<file path="src/rtl/clint_dev.sv">
// clint_dev: memory-mapped mtime / mtimecmp / msip / ctrl device driving machine timer and software interrupts.
// Optional build macro CLINT_PRESCALE_EN adds the ctrl[15:8] tick prescaler.
module clint_dev #(
  parameter logic [63:0] BASE_ADDR = 64'h2000_0000,
  parameter logic [63:0] MTIME_RST = 64'h0
) (
  input  logic        clk,
  input  logic        rst,
  input  logic        i_ren,
  input  logic        i_wen,
  input  logic [63:0] i_addr,
  input  logic [63:0] i_wdata,
  input  logic [7:0]  i_wstrb,
  output logic [63:0] o_rdata,
  output logic        o_read_ok,
  output logic        o_write_ok,
  output logic        o_mtip,
  output logic        o_msip
);

  typedef enum logic [1:0] {
    IDLE,
    RESP,
    HOLD
  } state_t;

  localparam logic [8:0] IDX_MTIME    = 9'd0;
  localparam logic [8:0] IDX_MTIMECMP = 9'd1;
  localparam logic [8:0] IDX_MSIP     = 9'd2;
  localparam logic [8:0] IDX_CTRL     = 9'd3;

  state_t      state;
  state_t      state_next;
  logic        accept;
  logic        do_write;
  logic        do_read;
  logic        in_window;
  logic [8:0]  reg_idx;
  logic        wr_mtime;
  logic        wr_mtimecmp;
  logic        wr_msip;
  logic        wr_ctrl;
  logic [63:0] mtime;
  logic [63:0] mtimecmp;
  logic        msip;
  logic        cnt_en;
  logic        tick;
  logic [63:0] ctrl_val;
  logic [63:0] read_val;
  logic        unused_addr_bits;

  // Byte-lane merge: unstrobed lanes keep the register's current value.
  function automatic logic [63:0] merge_bytes(input logic [63:0] cur,
                                              input logic [63:0] wdata,
                                              input logic [7:0]  strb);
    logic [63:0] res;
    res = cur;
    for (int unsigned i = 0; i < 8; i++) begin
      if (strb[i]) res[8*i +: 8] = wdata[8*i +: 8];
    end
    return res;
  endfunction

  assign unused_addr_bits = ^i_addr[2:0];

  always_ff @(posedge clk) begin
    if (rst) state <= IDLE;
    else     state <= state_next;
  end

  // HOLD waits for both request levels to drop so a held request is serviced once.
  always_comb begin
    state_next = state;
    accept     = 1'b0;
    case (state)
      IDLE: begin
        if (i_ren || i_wen) begin
          accept     = 1'b1;
          state_next = RESP;
        end
      end
      RESP: state_next = HOLD;
      HOLD: begin
        if (!i_ren && !i_wen) state_next = IDLE;
      end
      default: state_next = IDLE;
    endcase
  end

  assign do_write    = accept & i_wen;
  assign do_read     = accept & ~i_wen;
  assign in_window   = (i_addr[63:12] == BASE_ADDR[63:12]);
  assign reg_idx     = i_addr[11:3];
  assign wr_mtime    = do_write & in_window & (reg_idx == IDX_MTIME);
  assign wr_mtimecmp = do_write & in_window & (reg_idx == IDX_MTIMECMP);
  assign wr_msip     = do_write & in_window & (reg_idx == IDX_MSIP);
  assign wr_ctrl     = do_write & in_window & (reg_idx == IDX_CTRL);

`ifdef CLINT_PRESCALE_EN
  logic [7:0] prescale;
  logic [7:0] presc_cnt;

  assign tick     = cnt_en && (presc_cnt == prescale);
  assign ctrl_val = {48'b0, prescale, 7'b0, cnt_en};

  always_ff @(posedge clk) begin
    if (rst) begin
      prescale  <= '0;
      presc_cnt <= '0;
    end else begin
      if (wr_ctrl && i_wstrb[1]) prescale <= i_wdata[15:8];
      if (wr_ctrl)               presc_cnt <= '0;
      else if (tick)             presc_cnt <= '0;
      else if (cnt_en)           presc_cnt <= presc_cnt + 8'd1;
    end
  end
`else
  assign tick     = cnt_en;
  assign ctrl_val = {63'b0, cnt_en};
`endif

  // A write to mtime takes priority over that cycle's increment.
  always_ff @(posedge clk) begin
    if (rst)           mtime <= MTIME_RST;
    else if (wr_mtime) mtime <= merge_bytes(mtime, i_wdata, i_wstrb);
    else if (tick)     mtime <= mtime + 64'd1;
  end

  always_ff @(posedge clk) begin
    if (rst)              mtimecmp <= '1;
    else if (wr_mtimecmp) mtimecmp <= merge_bytes(mtimecmp, i_wdata, i_wstrb);
  end

  always_ff @(posedge clk) begin
    if (rst) begin
      msip   <= 1'b0;
      cnt_en <= 1'b1;
    end else begin
      if (wr_msip && i_wstrb[0]) msip   <= i_wdata[0];
      if (wr_ctrl && i_wstrb[0]) cnt_en <= i_wdata[0];
    end
  end

  always_comb begin
    read_val = '0;
    if (in_window) begin
      case (reg_idx)
        IDX_MTIME:    read_val = mtime;
        IDX_MTIMECMP: read_val = mtimecmp;
        IDX_MSIP:     read_val = {63'b0, msip};
        IDX_CTRL:     read_val = ctrl_val;
        default:      read_val = '0;
      endcase
    end
  end

  // Response is registered at the sampling edge, so read data is the pre-increment snapshot.
  always_ff @(posedge clk) begin
    if (rst) begin
      o_rdata    <= '0;
      o_read_ok  <= 1'b0;
      o_write_ok <= 1'b0;
      o_mtip     <= 1'b0;
      o_msip     <= 1'b0;
    end else begin
      o_rdata    <= do_read ? read_val : '0;
      o_read_ok  <= do_read;
      o_write_ok <= do_write;
      o_mtip     <= (mtime >= mtimecmp);
      o_msip     <= msip;
    end
  end

endmodule

</file>
<file path="config.mk">
export PLATFORM = sky130hd
export DESIGN_NAME = clint_dev
export DESIGN_NICKNAME = d
export VERILOG_FILES = /design/src/rtl/clint_dev.sv
export SDC_FILE = /design/constraint.sdc
export NUM_CORES = 1
export LEC_CHECK = 0
export BUFFER_PORTS_ARGS = -buffer_cell sky130_fd_sc_hd__buf_2
export CORE_MARGIN = 4
export CORE_UTILIZATION = 50
export CTS_BUF_LIST = sky130_fd_sc_hd__clkbuf_4
export DETAILED_ROUTE_END_ITERATION = 8
export GPL_TIMING_DRIVEN = 0
export PLACE_DENSITY = 0.74
export SLEW_MARGIN = 20
export SYNTH_ARGS = -nofsm -noshare
export SYNTH_HDL_FRONTEND = slang
export SYNTH_SLANG_ARGS = --single-unit
export TNS_END_PERCENT = 20
</file>
<file path="constraint.sdc">
create_clock -name clk -period 3.2 [get_ports clk]
set_input_delay 0 -clock clk [delete_from_list [all_inputs] [get_ports clk]]
set_output_delay 0 -clock clk [all_outputs]
set_load 0.005 [all_outputs]
</file>
==> out/metrics.cfg, run 1 <==
[global_route]
grt_overflow_total = 0
grt_pass1_wl_mm = 58.91
grt_max_degree = 17
grt_use_total_pct = 31.12
grt_antenna_before_repair = 1
first_global_vias = 11034

[cts]
numCtsBuffers = 17
clock_path_buffers = 2
cts.clk_slew.worst_paths_ns = 0.18
cts_sinks = 200
cts_root_buffer = clkbuf_4
clk_latency_ns = 0.64
ctsHtreeMaxLevel = 4
cts_tree = built

[placement]
hpwl_mm = 26.88
place_congestion = 0.9841
dp_slack_ns = -0.3517
post_dp_cell_area_mm2 = 0.01181
port-buffer-count = 202

[route]
wl_per_cell_um = 20.31
dr.first_iter.drc_count = 1173
routed_wl_mm = 37.32
detail-route-antenna-nets = 0
vias_per_cell = 6.262
first_pass_iters = 6
vias = 11503
drc = 0

[timing]
fin_crit_sh_pct = 97.32
layout_setup_ws_ns = 0.08591
rsz0062_at_grt = true
fmax_ghz = 0.3211
whs_ns = 0.09561
setup_viol = 0
slew_headroom_pct = 36.92
hold_viol_final = 0
min_period_ns = 3.114
slew_violations = 0
fin_skew_ns = 0.02275
tightestPinTransition_ns = 0.9344

[floorplan]
die_x_um = 152.5
initial_utilization_pct = 51.30
die-area_mm2 = 0.02327
core_mm2 = 0.02036
fp-row-count = 52
die_h_um = 152.5
boundaryPins = 208

[pwr]
p_sw_share_pct = 26.61
power_frac_comb_pct = 7.7
p_leak_uw = 0.005668
max-vdd-ir-drop_uv = 191.2
power.density_mw_per_mm2 = 312.0
internal-power_uw = 2959
power_switching_uw = 1073
pwr-share-clk_pct = 30.1
seqPwrFrac_pct = 62.2

[setup_path]
timing.rr.end = mtime[47]
reg2reg_from = mtime[5]
criticalPathCategory = register to register
arrival_ns = 3.64
critPathCaptureType = register
rrSetupSlack_ns = 0.09
cp_max_fo = 10
worst_r2r_path_depth = 6
start_kind = register
critPathRequiredTime_ns = 3.72

[yosys]
synth_area_mm2 = 0.01045
async_flop_share_pct = 0
synth_ff_type = dfxtp_1
synth.distinct_cells = 69
avgSynthCellArea_um2 = 8.364
yosys_warnings = 0
synth_edf_count = 0
syn_inst = 1249
yosysSeqAreaShare_pct = 38.33
postSynthNetCount = 1454
synth-seq-cells = 200

[cells_and_area]
layout-drive-gt1-share_pct = 17.56
multi_input_area_mm2 = 0.005876
fin_area_mm2 = 0.01292
mostFrequentLayoutCells = 220 x buf_2, 200 x dfxtp_1, 118 x nor2_1
nets = 1758
layout_commonest_cell = buf_2
area_growth_pct = 23.73
n_fill_cell = 1818
ff_latch_area_mm2 = 0.004004

[min_path]
hold_end = mtime[57]
hold_class = input pin to register
min_path_cells = 3
hold_start = rst

[run_status]
status = completed

[flow_run]
cap_violations = 0

[flip-flops by register name (all words and copies together), names as in the netlist, 2 cells and up]
name and count:
mtime 64, mtimecmp 64, o_rdata 64, state 2
[layout make-up]
| cell class | instances | share of cell area (%) |
|---|---|---|
| clock buffers | 18 | 1.046 |
| plain buffers | 80 | 2.565 |
| well taps | 270 | 2.614 |
| repair buffers | 285 | 14.23 |
| clock inverters | 14 | 0.6486 |
| flip-flops and latches | 200 | 30.98 |
| diodes | 1 | 0.01936 |
| multi-input cells | 885 | 45.46 |
| inverters | 84 | 2.439 |
[power by group through the flow]
stage                     logic, uW  clock network [uW]  registers, uW
after global placement          223                   0           2560
after global routing            329                1310           2510
after CTS                       301                1210           2510
after floorplan                64.0                   0           2560
after detailed placement        224                   0           2560
final                           311                1210           2510
[worst max path at each step]
stage,startpoint,endpoint,slack (ns),depth (start not counted)
2_1_floorplan,mtime[1],mtime[46],0.60,7
3_3_place_gp,state[1],mtime[0],-0.50,8
3_5_place_dp,mtime[0],o_mtip,-0.35,8
4_1_cts,mtime[1],mtime[62],-0.01,7
5_1_grt,mtime[5],mtime[47],-0.005,6
6_report,mtime[5],mtime[47],0.09,6
[Yosys cell counts (5+ instances only)]
master | instances | area (um^2)
nor3_1 | 31 | 155.2
nor4b_1 | 5 | 43.79
a22oi_1 | 66 | 495.5
o21a_1 | 6 | 45.04
a311oi_1 | 7 | 61.31
a211oi_1 | 22 | 165.2
o311ai_0 | 8 | 70.07
clkbuf_1 | 54 | 202.7
a21o_1 | 5 | 37.54
a221oi_1 | 6 | 52.55
a21oi_1 | 29 | 145.1
nand4_1 | 35 | 219.0
o31a_1 | 5 | 43.79
and3_1 | 35 | 219.0
nand3_1 | 56 | 280.3
a31oi_1 | 25 | 156.4
ha_1 | 65 | 813.3
nor2_1 | 118 | 442.9
a2111oi_0 | 12 | 105.1
o21ai_0 | 20 | 100.1
or4_1 | 13 | 97.59
and4_1 | 14 | 122.6
nor4_1 | 37 | 231.5
nand2_1 | 111 | 416.7
dfxtp_1 | 200 | 4004
o211ai_1 | 67 | 503.0
or3_1 | 7 | 43.79
buf_2 | 18 | 90.09
inv_1 | 83 | 311.6
and2_1 | 8 | 50.05
buf_1 | 7 | 26.28
[layer usage]
metal	track usage [%]	share of wire, %	vias up
met1	41.05	40	5337
met2	49.81	45	701
met4	13.96	4.4	0
met3	5.879	10	133
li1	-	-	5332
met5	0	0	-
[critical path: stages (launching register included)]
cell and delay [ns]:
dfxtp_1 0.54, nand4_2 0.26, or4_4 0.63, nor4_4 0.69, o211ai_4 0.23, o31a_1 0.34, a2111oi_2 0.30
[what timing repair did]
action / 4_1_cts / 5_1_grt
endpoints found under the hold margin: 135 / 0
gates resized for setup: 5 / 11
pin swaps: 0 / 1
hold buffers: 82 / 0
endpoints found under the setup margin: 14 / 41
buffers inserted: 0 / 1
[cell families after synthesis]
logic type,after synthesis,synth area share [%]
AO/OA/AOI/OAI,321,22.87
adder cells (fa/ha/maj),65,7.785
buffers and inverters,164,6.144
AND/OR/NAND/NOR,492,24.16
flip-flops,200,38.33
multiplexers,7,0.7186
[stage by stage]
stage                     cells  utilization, %  total power, uW  setup TNS (ns)
after floorplan            1249               -             2622               0
after CTS                  1835           63.17             4019        -0.01818
final                      1837           63.47             4032               0
after global routing       1837           63.47             4152       -0.004830
after detailed placement   1721           58.00             2785          -10.45
after global placement     1721           57.92             2783          -15.89
(Power assumes the default switching activity.)
==> inputs of run 2 (changes only) <==
--- a/config.mk
+++ b/config.mk
@@ -5,13 +5,15 @@
 export SDC_FILE = /design/constraint.sdc
 export NUM_CORES = 1
 export LEC_CHECK = 0
+export ABC_AREA = 1
 export BUFFER_PORTS_ARGS = -buffer_cell sky130_fd_sc_hd__buf_2
 export CORE_MARGIN = 4
 export CORE_UTILIZATION = 50
 export CTS_BUF_LIST = sky130_fd_sc_hd__clkbuf_4
 export DETAILED_ROUTE_END_ITERATION = 8
+export GPL_ROUTABILITY_DRIVEN = 0
 export GPL_TIMING_DRIVEN = 0
-export PLACE_DENSITY = 0.74
+export PLACE_DENSITY = 0.72
 export SLEW_MARGIN = 20
 export SYNTH_ARGS = -nofsm -noshare
 export SYNTH_HDL_FRONTEND = slang
==> out/metrics.cfg, run 2 <==
[run_status]
status = completed

[yosys]
synth_edf_count = 0  ; unchanged
synth_common_cells = 604 x nand2_1, 292 x nand3_1, 286 x nor2_1
synth_ff_type = dfxtp_1
postSynthNetCount = 2208  ; +52%
yosys_warnings = 0  ; unchanged
synth.most_common_cell = nand2_1
synth-seq-cells = 200  ; unchanged
avgSynthCellArea_um2 = 6.182  ; -26%
async_flop_share_pct = 0  ; unchanged
synth_area_mm2 = 0.01238  ; +19%
synth_largest_area_cell = dfxtp_1
synthTopCellsByArea = dfxtp_1 32%, nand2_1 18%, nand3_1 12%
synth.distinct_cells = 33  ; -52%
yosysSeqAreaShare_pct = 32.33  ; -6.0 points
yosys.area.top_type_share_pct = 32.33  ; -6.0 points
syn_inst = 2003  ; +60%

[setup_path]
critPathMostFrequentCell = nand3_1
slowest_stage = dlygate4sd3_1
arrival_ns = 3.44  ; -0.20 ns
critPathCaptureType = register
critPathRequiredTime_ns = 3.75  ; +0.03 ns
criticalPathCategory = register to register
worst_r2r_path_depth = 9  ; +3
start_kind = register
crit_path_cell_trace = nor2_1, inv_1, nor2_2, nand2_1, nor2_4, buf_2, nand3_1, dlygate4sd3_1, nand3_1
worst_path_largest_cell_delay_ns = 0.59  ; -0.10 ns
cp_max_fo = 10  ; unchanged

[timing]
slew_violations = 0  ; unchanged
tightestPinTransition_ns = 1.111  ; +0.1767 ns
setup_viol = 0  ; unchanged
rsz0062_at_grt = false
finalSetupTns_ns = 0  ; unchanged
hold_viol_final = 0  ; unchanged
fin_skew_ns = 0.02324  ; +0.0004848 ns
min_period_ns = 2.888  ; -0.2258 ns
slew_headroom_pct = 25.93  ; -11 points
fin_crit_sh_pct = 90.26  ; -7.1 points
fmax_ghz = 0.3462  ; +7.8%

[cells_and_area]
nets = 2564  ; +46%
n_fill_cell = 2306  ; +27%
fin_area_mm2 = 0.01541  ; +19%
top_regs = mtime (64), mtimecmp (64), o_rdata (64)
layout_commonest_cell = nand2_1
area_growth_pct = 24.45
mostFrequentLayoutCells = 604 x nand2_1, 292 x nand3_1, 286 x nor2_1
layout-drive-gt1-share_pct = 11.43  ; -6.1 points
ff_latch_area_mm2 = 0.004004  ; unchanged
multi_input_area_mm2 = 0.007248  ; +23%

[placement]
post_dp_cell_area_mm2 = 0.01377  ; +17%
hpwl_mm = 33.24  ; +24%
port-buffer-count = 196  ; -3.0%

[floorplan]
fp-row-count = 57  ; +9.6%
core_mm2 = 0.02432  ; +19%
initial_utilization_pct = 50.92  ; -0.38 points
die-area_mm2 = 0.02735  ; +18%
boundaryPins = 208  ; unchanged
die_h_um = 165.4  ; +8.4%
die_x_um = 165.4  ; +8.4%

[cts]
cts_resized = 0  ; -5
clk_latency_ns = 0.61  ; -0.03 ns
numCtsBuffers = 17  ; unchanged
cts_sinks = 200  ; unchanged
cts_tree = built
cts_root_buffer = clkbuf_4
cts.clk_slew.worst_paths_ns = 0.17  ; about the same
ctsHtreeMaxLevel = 4  ; unchanged
clock_path_buffers = 2  ; unchanged

[global_route]
grt_max_degree = 17  ; unchanged
grt_overflow_total = 0  ; unchanged
grt_pass1_wl_mm = 69.57  ; +18%
first_global_vias = 13799  ; +25%
grt_antenna_before_repair = 1  ; unchanged
grt_use_total_pct = 32.27  ; +1.1 points

[route]
vias_per_cell = 5.419  ; -13%
dr.first_iter.drc_count = 1519  ; +29%
wl_per_cell_um = 16.48  ; -19%
drc = 0  ; unchanged
vias = 14605  ; +27%
detail-route-antenna-nets = 0  ; unchanged
routed_wl_mm = 44.41  ; +19%
first_pass_iters = 8  ; +2

[pwr]
max-vdd-ir-drop_uv = 215.8  ; +13%
p_leak_uw = 0.007405  ; +31%
power.density_mw_per_mm2 = 269.6  ; -14%

[min_path]
hold_class = input pin to register
min_path_cells = 4  ; +1

[flow_run]
cap_violations = 0  ; unchanged

==> run 2: layout make-up <==
class	instances	share of cell area (%)
Antenna cell	1	0.01624
Buffer	80	2.371
Clock buffer	17	0.8281
Clock inverter	13	0.6820
Inverter	204	4.969
Multi-Input combinational cell	1519	47.03
Sequential cell	200	25.98
Tap cell	324	2.631
Timing Repair Buffer	337	15.49
==> run 2: cells by family (layout without fill, tap and decap cells) <==
family                     after synthesis  in the layout  synth area share (%)
buffers and inverters                  284            651                 9.134
AOI/OAI and AO/OA                      174            174                 7.144
adders and majority gates               65             65                 6.568
and+or+nand+nor                       1245           1245                 42.35
other                                    0              1                     0
DFF                                    200            200                 32.33
xor gates and xnor gates                35             35                 2.476
==> run 2: power breakdown <==
group / total [uW] / internal [uW] / switching, uW
sequential: 2510 / 2500 / 7.16
clock: 1290 / 374 / 914
combinational: 359 / 156 / 204
==> run 2: layer usage <==
metal / vias to the layer above / share of wire [%] / track usage [%]
met1: 6669 / 42 / 41.41
li1: 7130 / - / -
met2: 685 / 46 / 53.19
met4: 0 / 4.2 / 14.29
met5: - / 0 / 0
met3: 121 / 8.5 / 5.709
==> run 2: worst paths after layout <==
kind / endpoint / slack, ns / startpoint
worst max-delay path: mtimecmp[39] / 0.31 / state[1]
worst min-delay path: mtimecmp[49] / 0.03 / i_wstrb[6]
worst max register to register: mtimecmp[39] / 0.31 / state[1]
worst min register to register: o_msip / 0.47 / msip
==> run 2: stage by stage <==
stage / util [%] / hold slack, ns / total power (uW) / worst slack, ns / std cells
2_1_floorplan: - / 0.1449 / 2672 / 1.369 / 2003
3_3_place_gp: 56.62 / 0.2641 / 2833 / 0.7223 / 2523
3_5_place_dp: 56.62 / 0.2691 / 2838 / 0.7334 / 2523
4_1_cts: 63.30 / 0.008610 / 4149 / 0.2424 / 2692
5_1_grt: 63.37 / 0.08085 / 4276 / 0.1758 / 2695
6_report: 63.37 / 0.03443 / 4154 / 0.3118 / 2695
==> run 2: what timing repair did <==
action	CTS	global route
endpoints found under the setup margin	0	50
hold endpoints to repair	136	0
setup buffers	0	2
hold buffers	139	0
==> run 2: critical path: cells and delay by family, from the launching register on <==
| family | cells | cell delay (ns) |
|---|---|---|
| buffers and inverters | 3 | 1.12 |
| flip-flops | 1 | 0.34 |
| AND/OR/NAND/NOR | 6 | 1.35 |
